**config.mk**
```make
export PLATFORM = sky130hd
export DESIGN_NAME = hex_scroll_ctrl_flat
export DESIGN_NICKNAME = d
export VERILOG_FILES = /design/src/rtl/hex_scroll_pkg.sv /design/src/rtl/hex_scroll_ctrl_if.sv /design/src/rtl/hex_scroll_ctrl_seg.sv /design/src/rtl/hex_scroll_ctrl.sv /design/src/flat_wrapper.sv
export SDC_FILE = /design/constraint.sdc
export NUM_CORES = 1
export LEC_CHECK = 0
export ABC_AREA = 1
export ABC_CLOCK_PERIOD_IN_PS = 8150
export CORE_MARGIN = 10
export CORE_UTILIZATION = 65
export CTS_CLUSTER_SIZE = 25
export DETAILED_ROUTE_END_ITERATION = 8
export PLACE_DENSITY = 0.86
export SYNTH_ARGS = -nofsm -noshare
export SYNTH_HDL_FRONTEND = slang
export SYNTH_SLANG_ARGS = --single-unit
```
**constraint.sdc**
```tcl
create_clock -name clk -period 8.15 [get_ports clk]
set_input_delay 2.0375 -clock clk [delete_from_list [all_inputs] [get_ports clk]]
set_output_delay 2.0375 -clock clk [all_outputs]
set_load 0.03 [all_outputs]
```
**src/rtl/hex_scroll_pkg.sv**
```systemverilog
// Shared types and constants for the hex scroll controller: FSM states,
// blank-digit pattern and the active-low nibble-to-segment table.
package hex_scroll_pkg;

    typedef enum logic {
        IDLE   = 1'b0,
        SCROLL = 1'b1
    } state_t;

    localparam logic [6:0] BLANK_SEG = 7'h7F;

    // Index n holds the g..a pattern for nibble n; first listed entry is F.
    localparam logic [15:0][6:0] SEG_TABLE = {
        7'h0E, 7'h06, 7'h21, 7'h46, 7'h03, 7'h08, 7'h10, 7'h00,
        7'h78, 7'h02, 7'h12, 7'h19, 7'h30, 7'h24, 7'h79, 7'h40
    };

endpackage

```
**src/rtl/hex_scroll_ctrl_if.sv**
```systemverilog
// Nibble write port of the hex scroll controller (valid/ready handshake).
interface hex_scroll_ctrl_if;
    logic       wr_valid;
    logic [3:0] wr_data;
    logic       wr_ready;

    modport master (output wr_valid, output wr_data, input wr_ready);
    modport slave  (input wr_valid, input wr_data, output wr_ready);
endinterface

```
**src/rtl/hex_scroll_ctrl_seg.sv**
```systemverilog
// Combinational nibble to active-low seven-segment decoder.
module hex_seg
    import hex_scroll_pkg::*;
(
    input  logic [3:0] nib,
    output logic [6:0] seg
);
    assign seg = SEG_TABLE[nib];
endmodule

```
**src/rtl/hex_scroll_ctrl.sv**
```systemverilog
// Buffers up to DEPTH nibbles and scrolls them right-to-left across NUM_DIGITS
// seven-segment displays. Define HEX_SCROLL_WRAP_EN to repeat passes until stop.
//
// state  | meaning
// IDLE   | accept writes/clear, displays blank, wait for start with count > 0
// SCROLL | prescaler running, position p advances once per tick
module hex_scroll_ctrl
    import hex_scroll_pkg::*;
#(
    parameter int TICK_DIV   = 25_000_000,
    parameter int DEPTH      = 16,
    parameter int NUM_DIGITS = 6
) (
    input  logic                      clk,
    input  logic                      reset,
    hex_scroll_ctrl_if.slave          wr,
    input  logic                      start,
    input  logic                      stop,
    input  logic                      clear,
    output logic                      busy,
    output logic [$clog2(DEPTH):0]    count,
    output logic [7*NUM_DIGITS-1:0]   hex_out
);

    localparam int AW = $clog2(DEPTH);
    localparam int CW = AW + 1;
    localparam int PW = $clog2(DEPTH + NUM_DIGITS);
    localparam int TW = $clog2(TICK_DIV);

    state_t               state, state_n;
    logic [PW-1:0]        pos, pos_n;
    logic [TW-1:0]        presc, presc_n;
    logic [CW-1:0]        count_n;
    logic                 wr_en;
    logic                 tick;
    logic                 last;
    logic [3:0]           buffer [DEPTH];
    logic [7*NUM_DIGITS-1:0] hex_n;

    assign wr.wr_ready = (state == IDLE) && (count < CW'(DEPTH));
    assign tick        = (presc == TW'(TICK_DIV - 1));
    // Final position: last nibble still visible on the leftmost digit.
    assign last        = (pos == PW'(count) + PW'(NUM_DIGITS - 2));

    always_comb begin
        state_n = state;
        pos_n   = pos;
        presc_n = presc;
        count_n = count;
        wr_en   = 1'b0;
        case (state)
            IDLE: begin
                if (clear) begin
                    count_n = '0;
                end else if (wr.wr_valid && wr.wr_ready) begin
                    wr_en   = 1'b1;
                    count_n = count + 1'b1;
                end
                if (start && (count_n != '0)) begin
                    state_n = SCROLL;
                    pos_n   = '0;
                    presc_n = '0;
                end
            end
            SCROLL: begin
                if (stop) begin
                    state_n = IDLE;
                end else if (tick) begin
                    presc_n = '0;
                    if (last) begin
`ifdef HEX_SCROLL_WRAP_EN
                        pos_n = '0;
`else
                        state_n = IDLE;
`endif
                    end else begin
                        pos_n = pos + 1'b1;
                    end
                end else begin
                    presc_n = presc + 1'b1;
                end
            end
            default: state_n = IDLE;
        endcase
    end

    always_ff @(posedge clk) begin
        if (reset) begin
            state   <= IDLE;
            count   <= '0;
            pos     <= '0;
            presc   <= '0;
            busy    <= 1'b0;
            hex_out <= {NUM_DIGITS{BLANK_SEG}};
        end else begin
            state   <= state_n;
            count   <= count_n;
            pos     <= pos_n;
            presc   <= presc_n;
            busy    <= (state_n == SCROLL);
            hex_out <= hex_n;
        end
    end

    always_ff @(posedge clk) begin
        if (wr_en) begin
            buffer[count[AW-1:0]] <= wr.wr_data;
        end
    end

    // Digit i shows nibble p - i when that index lies inside the message.
    for (genvar i = 0; i < NUM_DIGITS; i++) begin : g_digit
        logic [PW-1:0] k;
        logic          vis;
        logic [6:0]    seg;

        assign k   = pos - PW'(i);
        assign vis = (state == SCROLL) && (pos >= PW'(i)) && (k < PW'(count));

        hex_seg u_seg (
            .nib (buffer[k[AW-1:0]]),
            .seg (seg)
        );

        assign hex_n[7*i +: 7] = vis ? seg : BLANK_SEG;
    end

endmodule

```
**src/flat_wrapper.sv**
```systemverilog
// flat-port wrapper written by rule: the top's interface ports become plain ports
module hex_scroll_ctrl_flat import hex_scroll_pkg::*;
#(
    parameter int TICK_DIV   = 25_000_000,
    parameter int DEPTH      = 16,
    parameter int NUM_DIGITS = 6
)
  (clk, reset, start, stop, clear, busy, count, hex_out, wr_wr_valid, wr_wr_data, wr_wr_ready);
  hex_scroll_ctrl_if wr_i ();
  input  logic clk;
  input  logic reset;
  input  logic start;
  input  logic stop;
  input  logic clear;
  output logic busy;
  output logic [$clog2(DEPTH):0] count;
  output logic [7*NUM_DIGITS-1:0] hex_out;
  input wire logic [$bits(wr_i.wr_valid)-1:0] wr_wr_valid;
  input wire logic [$bits(wr_i.wr_data)-1:0] wr_wr_data;
  output wire logic [$bits(wr_i.wr_ready)-1:0] wr_wr_ready;
  assign wr_i.wr_valid = wr_wr_valid;
  assign wr_i.wr_data = wr_wr_data;
  assign wr_wr_ready = wr_i.wr_ready;
  hex_scroll_ctrl #(.TICK_DIV(TICK_DIV), .DEPTH(DEPTH), .NUM_DIGITS(NUM_DIGITS)) u_core (.clk(clk), .reset(reset), .wr(wr_i), .start(start), .stop(stop), .clear(clear), .busy(busy), .count(count), .hex_out(hex_out));
endmodule
```
## After elaboration in Yosys (flattened, before gate mapping)

Memories as Yosys holds them, arrays and structs flattened. A register that Yosys moved wholly into a read port is not among the register bits.
Index checks and enable logic that the tools add are counted.

| operators by class | value |
|---|---|
| shifts and indexed selects | 0 |
| div/mod/pow operators | 0 |
| multiplexer cells | 24 |
| equality and inequality tests | 6 |
| bitwise operators | 7 |
| $mul | 0 |
| $lt $le $gt $ge | 13 |
| reduce and logical (&&, ||, !) cells | 24 |
| $add $sub $neg | 9 |

Operators by type and width:

| operator | number |
|---|---|
| two-way mux 25 bit | 3 |
| case mux 25 bit (2 select lines) | 1 |
| two-way mux 5 bit | 7 |
| less-than comparator 5 bit | 6 |
| adder 25 x 1 -> 25 bit, second input constant | 1 |
| equality test 25 bit, second input constant | 1 |
| logical AND 1 bit | 15 |
| OR reduction 2 bit | 6 |
| adder 5 x 1 -> 5 bit, second input constant | 2 |
| >= comparator 5 x 1 -> 1 bit, second input constant | 2 |
| >= comparator 5 x 2 -> 1 bit, second input constant | 2 |
| >= comparator 5 x 3 -> 1 bit, second input constant | 2 |
| case mux 5 bit (2 select lines) | 1 |
| subtractor 5 x 2 -> 5 bit, second input constant | 2 |
| subtractor 5 x 3 -> 5 bit, second input constant | 2 |
| two-way mux 1 bit | 9 |
| two-way mux 4 bit | 2 |
| != test 2 bit, second input constant | 4 |
| inverter 1 bit | 7 |
| adder 5 x 3 -> 5 bit, second input constant | 1 |
| equality test 5 bit | 1 |
| less-than comparator 5 bit, second input constant | 1 |
| nonzero test 5 bit | 1 |
| subtractor 5 x 1 -> 5 bit, second input constant | 1 |
| other kinds (3) | 3 |

| word-level totals | value |
|---|---|
| output and inout port bits | 49 |
| memories kept | 7 |
| logic and storage cells | 94 |
| bits in registers | 36 |
| RAM bits | 64 |
| latch bits | 0 |
| memory bits (read-only) | 672 |

Memories:

| memory | words | bits a word | read ports | clocked after Yosys merged registers in | write ports | line | source |
|---|---|---|---|---|---|---|---|
| (no name shown) | 16 | 7 | 1 | 1 | 0 | hex_scroll_ctrl_seg.sv:8 | `assign seg = SEG_TABLE[nib];` |
| (no name shown) | 16 | 7 | 1 | 1 | 0 | hex_scroll_ctrl_seg.sv:8 |  |
| (no name shown) | 16 | 7 | 1 | 1 | 0 | hex_scroll_ctrl_seg.sv:8 |  |
| (no name shown) | 16 | 7 | 1 | 1 | 0 | hex_scroll_ctrl_seg.sv:8 |  |
| (no name shown) | 16 | 7 | 1 | 1 | 0 | hex_scroll_ctrl_seg.sv:8 |  |
| (no name shown) | 16 | 7 | 1 | 1 | 0 | hex_scroll_ctrl_seg.sv:8 |  |
| 1 more memories | n/a | n/a | n/a | n/a | n/a | n/a |  |

## Longest topological paths before layout

Gate-level depths: netlist of run 1.

| depth | value |
|---|---|
| depth after elaboration | 12 |
| depth in mapped cells | 20 |
| depth with buffers taken out | 16 |

## Cells and area by module

From an unflattened synthesis of run 1, not the netlist that was laid out.

| unflattened totals | value |
|---|---|
| cells, all modules | 1581 |
| area total of the unflattened synthesis | 10815.4 µm² |

Modules (own cells, without submodules):

| module | sequential area each (µm²) | cells each | instances | area each (µm²) |
|---|---|---|---|---|
| hex_scroll_ctrl | 3563.4 | 1287 | 1 | 9171.3 |
| hex_seg | 0.0 | 49 | 6 | 274.0 |

## Least setup slack after synthesis of run 1

No wires, ideal clock.

| path | value |
|---|---|
| path type | input-to-reg |
| from | input port wr_wr_valid |
| to | memory u_core.buffer[11][0] (enable) |
| path buffers | 0 |
| slack | 4.944 ns |
| cell stages on the path | 4 |
| arrival | 2.845 ns |
| required time | 7.789 ns |
| path through | nand2_2 -> nor2_1 -> clkinv_1 -> nor3_1 |

| between the ends | value |
|---|---|
| longest elaborated chain between the ends | 6 |

Ends and longest elaborated chain:

| what | line | source |
|---|---|---|
| start, declared | flat_wrapper.sv:18 | `input wire logic [$bits(wr_i.wr_valid)-1:0] wr_wr_valid;` |
| logical AND 1 bit | hex_scroll_ctrl.sv:55 | `end else if (wr.wr_valid && wr.wr_ready) begin` |
| two-way mux 1 bit | hex_scroll_ctrl.sv:55 |  |
| two-way mux 1 bit | hex_scroll_ctrl.sv:53 | `if (clear) begin` |
| two-way mux 1 bit | hex_scroll_ctrl.sv:51 | `case (state)` |
| two-way mux 1 bit | hex_scroll_ctrl.sv:106 | `if (wr_en) begin` |
| two-way mux 1 bit (implied by the code) | hex_scroll_ctrl.sv:107 | `buffer[count[AW-1:0]] <= wr.wr_data;` |
| end, declared | hex_scroll_ctrl.sv:37 | `logic [3:0] buffer [DEPTH];` |

Every way passes these cells.

## Worst setup path after layout of run 1

| path | value |
|---|---|
| from | input port wr_wr_valid |
| to | register u_core.presc[3] |

| between the ends | value |
|---|---|
| longest elaborated chain between the ends | 8 |

Ends and longest elaborated chain:

| what | line | source |
|---|---|---|
| logical AND 1 bit | hex_scroll_ctrl.sv:55 |  |
| two-way mux 5 bit | hex_scroll_ctrl.sv:55 |  |
| two-way mux 5 bit | hex_scroll_ctrl.sv:53 |  |
| two-way mux 5 bit | hex_scroll_ctrl.sv:51 |  |
| nonzero test 5 bit | hex_scroll_ctrl.sv:59 | `if (start && (count_n != '0)) begin` |
| logical AND 1 bit | hex_scroll_ctrl.sv:59 |  |
| != test 2 bit (no line) | n/a |  |
| AND reduction 2 bit (no line) | n/a |  |
| end signal, assigned | hex_scroll_ctrl.sv:99 | `presc <= presc_n;` |
| end, declared | hex_scroll_ctrl.sv:32 | `logic [TW-1:0] presc, presc_n;` |

Every way passes these cells. The select of a mux whose other input is x is not followed.
A chain may end at the register's enable or synchronous reset.

==> flow_summary_export.csv, run 1 <==
group,metric,value,unit
yosys,syn-num-nets,1647,
yosys,synthAdderAreaFrac,0.08989,
setup_path,crit_path_end_kind,"register",
layout,final_area,11790,sq um
outcome,outcome,"completed",
yosys,synth_top_family_by_area,"simple AND/OR/NAND/NOR gates",
clock_network,post_cts_buffers,0,
setup_path,start_kind,"primary input",
routing,post-route-drc-count,0,
sta,finalHoldViolations,0,
routing,drtPass1Iterations,8,
floorplanning,die_w,147.6,um
global_route,grt_max_degree,78,
power,vdd_drop_max,0.1680,mV
sta,final.setup_skew,0.01201,ns
floorplanning,start_util,0.6636,
setup_path,worstPathRequired,8.46,ns
setup_path,critPathLaunch,"wr_wr_valid",
placed_design,pre_cts_ws,2.864,ns
yosys,synth_ff_type,"dfxtp_1",
clock_network,insertion_delay,0.44,ns
floorplanning,rows,46,
global_route,grt_pass1_vias,9590,
setup_path,crit_buf_inv,3,
setup_path,max_stage_delay,0.98,ns
flow_run,cap_violations,0,
yosys,synthXorXnorAreaFrac,0.01869,
layout,drive_above_1_share,0.04634,
sta,rsz0062_at_grt,"no",
floorplanning,design.core.area,15940,sq um
clock_network,cts_htree_levels,4,
global_route,track_usage,0.2718,
clock_network,holdBufCountCts,0,
yosys,synth_area,10580,sq um
sta,fmax,197.4,MHz
placed_design,port_buffers,58,
sta,fin_crit,5.065,ns
yosys,synth_edf_count,64,
yosys,muxShareOfSynthArea,0.002839,
layout,final_cells,1813,
placed_design,place_congestion,0.9384,
yosys,syn_inst,1561,
setup_path,reg2reg_depth,12,
setup_path,rrSetupSlack,4.06,ns
clock_network,cts_tree,"yes",
global_route,overflow,0,
routing,ant_nets,0,
yosys,synth-simple-area-share,0.3545,
layout,final_nets,1670,
floorplanning,design.die.area,21780,sq um
clock_network,path_clk_slew,0.06,ns
setup_path,crit_path_end,"u_core.presc[3]$_SDFFE_PP0P_",
setup_path,crit_type,"primary input to register",
sta,layout_setup_ws,3.085,ns
routing,totalWireLength,29.85,mm
layout,area_growth,11.46,%
sta,worst_pin_slew,1.247,ns
routing,via_count,10750,
clock_network,numCtsBuffers,17,
yosys,ys_seq_elements,146,
sta,report.final.slew_viol_count,0,
layout,nFillCells,1262,
setup_path,crit_path_top_delay_cell,"nand2_1",
layout,diodes,0,
yosys,yosysSeqAreaShare,0.3368,
hold_path,min_path_type,"register to register",
sta,slew_headroom,0.1668,
yosys,avgSynthCellArea,6.777,sq um
placed_design,dp.cells,1781,
setup_path,timing.rr.end,"u_core.hex_out[20]$_SDFF_PP1_",
setup_path,cp.depth,12,
setup_path,cp_common_cell,"nand2_1",
sta,post-route-period-util,0.6215,
clock_network,clock_path_buffers,2,
setup_path,crit_fanout,38,
clock_network,ctsResizeCount,0,
yosys,async_reset_ff_frac,0,
routing,via_per_inst,5.927,
setup_path,cp_top_family,"simple AND/OR/NAND/NOR gates",
setup_path,worstReg2RegStart,"u_core.pos[2]$_SDFFE_PP0P_",
yosys,yosys_warnings,0,
floorplanning,dieHeight,147.6,um
routing,wl_per_cell,16.46,um
yosys,synth-compound-area-share,0.1156,
sta,setup_tns,0,ns
power,power.leakage,4.883,nW
clock_network,clock-sinks,146,
yosys,ys_types,38,
placed_design,place_hpwl,21.46,mm
sta,setup_violations,0,
clock_network,root_buffer,"clkbuf_16",
setup_path,crit_chain,"clkdlybuf4s50_1 -> inv_1 -> nor2_1 -> nand2_1 -> nand3_1 -> nand2_1 -> inv_1 -> nand3_1 -> nand2_1 -> nand2_1 -> o21ai_0 -> nor2_1",
global_route,grt_pass1_wl,49.07,mm
placed_design,place_area,11200,sq um
floorplanning,ios,59,
setup_path,cp.arrival,5.38,ns
global_route,antenna_found_initial,0,
power,pwr_density_cell,254.5,nW/um^2
routing,drt-initial-drc-count,1448,
## report_power, final
group / switching, mW / internal, mW / total, mW
Clock: 0.375 / 0.410 / 0.785
Sequential: 0.0415 / 0.783 / 0.825
Combinational: 0.956 / 0.436 / 1.39
## state kept, by name, summed over array words and instances (netlist names), named ones only
signal and cells:
u_core.buffer 64, u_core.hex_out 42, u_core.presc 25, u_core.count 5
u_core.pos 5, u_core.busy 1
## Yosys cell counts (4+ instances only)
library cell | n | share of area
nand2_1 | 479 | 0.17
nand3_1 | 252 | 0.12
inv_1 | 132 | 0.047
o21ai_0 | 104 | 0.049
nor2_1 | 102 | 0.036
dfxtp_1 | 82 | 0.16
ha_1 | 76 | 0.090
edfxtp_1 | 64 | 0.18
a21oi_1 | 57 | 0.027
o211ai_1 | 31 | 0.022
nor3_1 | 29 | 0.014
clkbuf_1 | 27 | 0.0096
buf_2 | 26 | 0.012
inv_2 | 14 | 0.0050
nand4_1 | 13 | 0.0077
xor2_1 | 12 | 0.0099
o21ai_2 | 8 | 0.0066
buf_1 | 5 | 0.0018
o22ai_1 | 5 | 0.0030
xnor2_1 | 5 | 0.0041
clkinv_1 | 4 | 0.0014
o21a_1 | 4 | 0.0028
o21ai_1 | 4 | 0.0019
## routing by layer
layer	routed length [um]	track usage
met1	12580	0.3714
met2	12670	0.3990
met3	3632	0.07265
met4	977	0.1085
met5	0	0
## kinds of logic after synthesis
| family | Yosys count |
|---|---|
| XOR/XNOR | 20 |
| AO/OA/AOI/OAI | 217 |
| AND/OR/NAND/NOR | 885 |
| multiplexers | 3 |
| adder cells (fa/ha/maj) | 76 |
| flip-flops | 146 |
| buffers and inverters | 214 |
## stage by stage
stage / power, mW / utilization / hold slack (ns)
6_report: 3.001 / 0.7396 / 0.5229
5_1_grt: 3.214 / 0.7396 / 0.5549
4_1_cts: 2.966 / 0.7396 / 0.5240
3_5_place_dp: 2.177 / 0.7028 / 0.5148
3_3_place_gp: 2.148 / 0.7028 / 0.4904
2_1_floorplan: 1.898 / - / 0.4768
## placed cells by master (no fill, tap or decap), types with 2 or more instances in the layout
master	instances
o211ai_1	31
clkinv_4	3
ha_1	76
a21oi_1	57
inv_6	3
nor3_1	29
nand2_1	479
inv_2	14
nor3b_1	2
clkbuf_16	17
nand3_1	252
nand2_2	3
clkdlybuf4s50_1	58
o21a_1	4
o22ai_1	5
nand4_1	13
xor2_2	2
o21ai_0	104
dfxtp_2	2
clkinv_1	5
dfxtp_1	80
inv_8	5
mux2i_1	3
inv_1	132
nor2_1	102
buf_4	9
o21ai_1	4
edfxtp_1	64
clkinv_8	3
xnor2_1	5
xor2_1	12
o221ai_1	2
nand3b_1	2
o21ai_2	8
## tightest hold or removal path, cell delays in order, from the launching register on
cell and delay, ns:
dfxtp_1 0.33, nand3_1 0.08, a21oi_1 0.06
## final cells by class
| type | count | area [sq um] | area share |
|---|---|---|---|
| multi-input cells | 1201 | 6151 | 0.5216 |
| flip-flops and latches | 146 | 3566 | 0.3024 |
| clock buffers | 17 | 425.4 | 0.03608 |
| clock inverters | 15 | 161.4 | 0.01369 |
| repair buffers | 67 | 648.1 | 0.05497 |
| well taps | 216 | 270.3 | 0.02292 |
| inverters | 151 | 569.3 | 0.04828 |
## how the worst min path moves through the flow
stage | from | end | slack [ns] | cells past startpoint
final | u_core.presc[20]$_SDFFE_PP0P_ | u_core.presc[20]$_SDFFE_PP0P_ | 0.52 | 2
after global routing | u_core.presc[12]$_SDFFE_PP0P_ | u_core.presc[12]$_SDFFE_PP0P_ | 0.55 | 2
after CTS | u_core.presc[13]$_SDFFE_PP0P_ | u_core.presc[13]$_SDFFE_PP0P_ | 0.52 | 2
after detailed placement | u_core.presc[13]$_SDFFE_PP0P_ | u_core.presc[13]$_SDFFE_PP0P_ | 0.51 | 2
after global placement | u_core.presc[24]$_SDFFE_PP0P_ | u_core.presc[24]$_SDFFE_PP0P_ | 0.49 | 2
after floorplan | u_core.presc[24]$_SDFFE_PP0P_ | u_core.presc[24]$_SDFFE_PP0P_ | 0.48 | 2
Power figures use the tool's default switching activity.
==> run 2: changes to the inputs <==
Settings changed: ABC_CLOCK_PERIOD_IN_PS 8150 to 5050, CORE_UTILIZATION 65 to 61, PLACE_DENSITY 0.86 to 0.81.
Clock period 8.15 ns to 5.05 ns, I/O delays scaled along.
==> flow_summary_export.csv, run 2 (synthesis results as in run 1) <==
group,metric,value,unit
setup_path,cp_common_cell,"nand3_1",
floorplanning,rows,48,
floorplanning,dieHeight,151.7,um
layout,drive_above_1_share,0.04693,
placed_design,port_buffers,58,
floorplanning,ios,59,
layout,multi_input_area,6151,sq um
clock_network,numCtsBuffers,17,
layout,largest_reg_flops,64,
sta,rsz0062_at_grt,"no",
setup_path,crit_type,"register to register",
clock_network,insertion_delay,0.45,ns
routing,via_per_inst,5.815,
setup_path,crit_fanout,18,
clock_network,cts_htree_levels,4,
layout,final_cells,1823,
floorplanning,design.core.area,17180,sq um
setup_path,crit_path_top_delay_cell,"dfxtp_1",
setup_path,crit_buf_inv,4,
sta,finalHoldViolations,0,
power,vdd_drop_max,0.2602,mV
layout,mostFrequentLayoutCells,"nand2_1 (479), nand3_1 (252), inv_1 (132)",
power,power.leakage,4.875,nW
sta,report.final.slew_viol_count,0,
setup_path,worstPathRequired,5.38,ns
hold_path,min_path_type,"register to register",
setup_path,start_kind,"register",
sta,worst_pin_slew,0.9489,ns
clock_network,post_cts_buffers,0,
setup_path,cp.arrival,4.13,ns
routing,ant_nets,0,
routing,drtPass1Iterations,6,
placed_design,place_hpwl,22.16,mm
floorplanning,design.die.area,23010,sq um
outcome,outcome,"completed",
sta,fin_crit,3.792,ns
global_route,grt_max_degree,78,
setup_path,crit_path_end_kind,"register",
placed_design,place_congestion,1.004,
sta,slew_headroom,0.3626,
placed_design,place_area,11220,sq um
layout,seq_area,3566,sq um
floorplanning,start_util,0.6159,
global_route,grt_pass1_wl,48.01,mm
clock_network,clock_path_buffers,2,
clock_network,path_clk_slew,0.08,ns
placed_design,dp.cells,1791,
clock_network,cts_tree,"yes",
clock_network,root_buffer,"clkbuf_16",
layout,final_area,11790,sq um
setup_path,crit_chain,"inv_2 -> ha_1 -> clkinv_1 -> o211ai_1 -> nand2_1 -> o21ai_0 -> inv_1 -> ha_1 -> inv_1 -> nand3_1 -> nand3_1 -> nand3_1",
routing,post-route-drc-count,0,
layout,nFillCells,1501,
sta,setup_violations,0,
clock_network,clock-sinks,146,
sta,post-route-period-util,0.7508,
power,pwr_density_cell,406.9,nW/um^2
layout,area_growth,11.45,%
setup_path,cp_top_family,"buffers and inverters",
sta,setup_tns,0,ns
setup_path,rrSetupSlack,1.26,ns
routing,totalWireLength,29.95,mm
floorplanning,die_w,151.7,um
global_route,overflow,0,
routing,wl_per_cell,16.43,um
setup_path,max_stage_delay,0.91,ns
sta,fmax,263.7,MHz
clock_network,ctsResizeCount,0,
clock_network,holdBufCountCts,0,
global_route,track_usage,0.2601,
layout,final_nets,1671,
flow_run,cap_violations,0,
routing,via_count,10600,
global_route,grt_pass1_vias,9447,
layout,layout_commonest_cell,"nand2_1",
global_route,antenna_found_initial,0,
layout,diodes,0,
routing,drt-initial-drc-count,1074,
sta,final.setup_skew,0.01560,ns
==> run 2: layout make-up <==
| cell class | count | share of cell area |
|---|---|---|
| timing repair buffer | 68 | 0.05561 |
| multi-input combinational | 1201 | 0.5217 |
| clock inverter | 15 | 0.01199 |
| inverter | 151 | 0.04829 |
| clock buffer | 17 | 0.03608 |
| sequential | 146 | 0.3025 |
| tap | 225 | 0.02388 |
==> run 2: path summary, 6_finish.rpt <==
kind              cells past startpoint                            end                     startpoint
hold / removal                        2  u_core.presc[24]$_SDFFE_PP0P_  u_core.presc[24]$_SDFFE_PP0P_
setup reg to reg                     12  u_core.hex_out[14]$_SDFF_PP1_     u_core.pos[2]$_SDFFE_PP0P_
hold reg to reg                       2  u_core.presc[24]$_SDFFE_PP0P_  u_core.presc[24]$_SDFFE_PP0P_
setup / recovery                     12  u_core.hex_out[14]$_SDFF_PP1_     u_core.pos[2]$_SDFFE_PP0P_
==> run 2: power breakdown <==
part	switching (mW)	total [mW]	leakage, nW	internal (mW)
logic	1.52	2.23	3.36	0.706
clock network	0.585	1.24	0.275	0.653
registers	0.0672	1.33	1.24	1.26
total	2.18	4.80	4.88	2.62
==> run 2: stage by stage <==
| stage | setup slack [ns] | power [mW] | util | hold slack [ns] |
|---|---|---|---|---|
| floorplan | 2.105 | 3.063 | - | 0.4768 |
| global placement | 1.473 | 3.474 | 0.6534 | 0.4924 |
| detailed placement | 1.455 | 3.522 | 0.6534 | 0.4988 |
| CTS | 1.409 | 4.759 | 0.6864 | 0.5122 |
| global route | 1.078 | 5.160 | 0.6864 | 0.5304 |
| finish | 1.258 | 4.798 | 0.6864 | 0.5144 |
==> run 2: routing by layer <==
metal,share of wire,wire [um],up-vias,track usage
met3,0.11,3245,53,0.06623
met4,0.026,776,0,0.08913
li1,-,-,5232,-
met1,0.44,13080,4771,0.3659
met2,0.43,12850,544,0.3790
met5,0,0,-,0
==> run 2: worst register-to-register path, stage by stage, from the launching register on <==
cell	delay, ns
dfxtp_1	0.91
inv_2	0.33
ha_1	0.58
clkinv_1	0.34
o211ai_1	0.21
nand2_1	0.06
o21ai_0	0.48
inv_1	0.17
ha_1	0.22
inv_1	0.08
nand3_1	0.11
nand3_1	0.11
nand3_1	0.06
==> run 3: changes to the inputs <==
Settings changed: ABC_CLOCK_PERIOD_IN_PS 5050 to 3800.
Clock period 5.05 ns to 3.8 ns, I/O delays scaled along.
==> flow_summary_export.csv, run 3 (synthesis results as in run 1) <==
group,metric,value,unit
layout,area_growth,12.48,%
clock_network,cts_htree_levels,4,
setup_path,crit_chain,"clkinv_1 -> buf_4 -> ha_1 -> inv_1 -> o21ai_2 -> xor2_1 -> ha_1 -> nand4_1 -> o221ai_1 -> nor3_1 -> nand2_1 -> inv_1 -> o211ai_1",
setup_path,worstPathRequired,4.10,ns
setup_path,cp_top_family,"buffers and inverters",
layout,final_nets,1680,
layout,diodes,0,
floorplanning,ios,59,
sta,report.final.slew_viol_count,0,
global_route,grt_pass1_wl,48.54,mm
sta,layout_setup_ws,0.6538,ns
power,power.total,6.523,mW
clock_network,clock_path_buffers,2,
placed_design,place_hpwl,22.66,mm
routing,post-route-drc-count,0,
routing,wl_per_cell,16.62,um
floorplanning,start_util,0.6159,
setup_path,start_kind,"register",
sta,fin_crit,3.146,ns
setup_path,crit_fanout,37,
sta,finalHoldViolations,0,
sta,worst_pin_slew,0.9489,ns
global_route,grt_max_degree,65,
floorplanning,dieHeight,151.7,um
layout,mostFrequentLayoutCells,"nand2_1 (479), nand3_1 (252), inv_1 (132)",
routing,maxUsedRoutingLayer,"met4",
routing,ant_nets,0,
placed_design,place_congestion,0.9842,
clock_network,cts_tree,"yes",
sta,final.setup_skew,0.01369,ns
setup_path,crit_buf_inv,4,
power,power.leakage,4.938,nW
sta,post-route-period-util,0.8280,
sta,slew_headroom,0.3674,
placed_design,place_area,11300,sq um
power,pwr_density_cell,548.2,nW/um^2
routing,wl_met2,13.09,mm
sta,setup_tns,0,ns
routing,totalWireLength,30.46,mm
setup_path,max_stage_delay,0.42,ns
placed_design,pre_cts_ws,0.7290,ns
clock_network,clock-sinks,146,
setup_path,reg2reg_depth,13,
floorplanning,design.die.area,23010,sq um
routing,via_count,10660,
floorplanning,die_w,151.7,um
routing,met1Wirelength,13.32,mm
clock_network,root_buffer,"clkbuf_16",
setup_path,crit_path_top_delay_cell,"xor2_1",
sta,fmax,317.8,MHz
global_route,track_usage,0.2644,
global_route,grt_pass1_vias,9457,
clock_network,ctsResizeCount,0,
clock_network,post_cts_buffers,0,
sta,rsz0062_at_grt,"no",
hold_path,min_path_type,"register to register",
setup_path,rrSetupSlack,0.65,ns
routing,wl_met3,3.149,mm
layout,final_area,11900,sq um
floorplanning,rows,48,
clock_network,insertion_delay,0.44,ns
placed_design,port_buffers,58,
sta,setup_violations,0,
routing,drtPass1Iterations,6,
global_route,antenna_found_initial,0,
layout,drive_above_1_share,0.05227,
setup_path,cp.depth,13,
outcome,outcome,"completed",
clock_network,holdBufCountCts,0,
clock_network,numCtsBuffers,17,
flow_run,cap_violations,0,
routing,via_per_inst,5.820,
layout,layout_commonest_cell,"nand2_1",
clock_network,path_clk_slew,0.07,ns
hold_path,hold_depth,2,
global_route,overflow,0,
setup_path,crit_path_end_kind,"register",
layout,largest_reg_flops,64,
layout,final_core_util,0.6927,
setup_path,cp.arrival,3.45,ns
power,vdd_drop_max,0.3975,mV
setup_path,crit_type,"register to register",
floorplanning,design.core.area,17180,sq um
routing,drt-initial-drc-count,1191,
==> run 3: routing by layer <==
| layer | vias up | track usage |
|---|---|---|
| met4 | 0 | 0.09533 |
| met2 | 571 | 0.3986 |
| met3 | 65 | 0.04930 |
| met1 | 4775 | 0.3701 |
| met5 | - | 0 |
| li1 | 5251 | - |
==> run 3: final cells by class <==
cell class | instances | area, sq um
multi-input cells | 1201 | 6151
fillers | 1502 | 5278
repair buffers | 77 | 735.7
flip-flops and latches | 146 | 3566
inverters | 151 | 569.3
well taps | 225 | 281.5
clock inverters | 15 | 170.2
clock buffers | 17 | 425.4
==> run 3: worst paths after layout <==
path                                    to                     startpoint
max          u_core.hex_out[37]$_SDFF_PP1_     u_core.pos[1]$_SDFFE_PP0P_
min          u_core.presc[24]$_SDFFE_PP0P_  u_core.presc[24]$_SDFFE_PP0P_
max reg2reg  u_core.hex_out[37]$_SDFF_PP1_     u_core.pos[1]$_SDFFE_PP0P_
min reg2reg  u_core.presc[24]$_SDFFE_PP0P_  u_core.presc[24]$_SDFFE_PP0P_
==> run 3: report_power, final <==
part           switching, mW  internal, mW
sequential            0.0720          1.68
combinational           2.07         0.969
clock                  0.749         0.987
total                   2.89          3.64
==> run 3: tightest hold or removal path: stages, from the launching register on <==
cell and delay (ns):
dfxtp_1 0.33, nand3_1 0.08, a21oi_1 0.06
==> run 3: through the flow <==
stage	hold slack, ns	cells
after global placement	0.4902	1800
after detailed placement	0.5069	1800
final	0.5163	1832
after floorplan	0.4768	1561
after global routing	0.5436	1832
after CTS	0.5161	1832
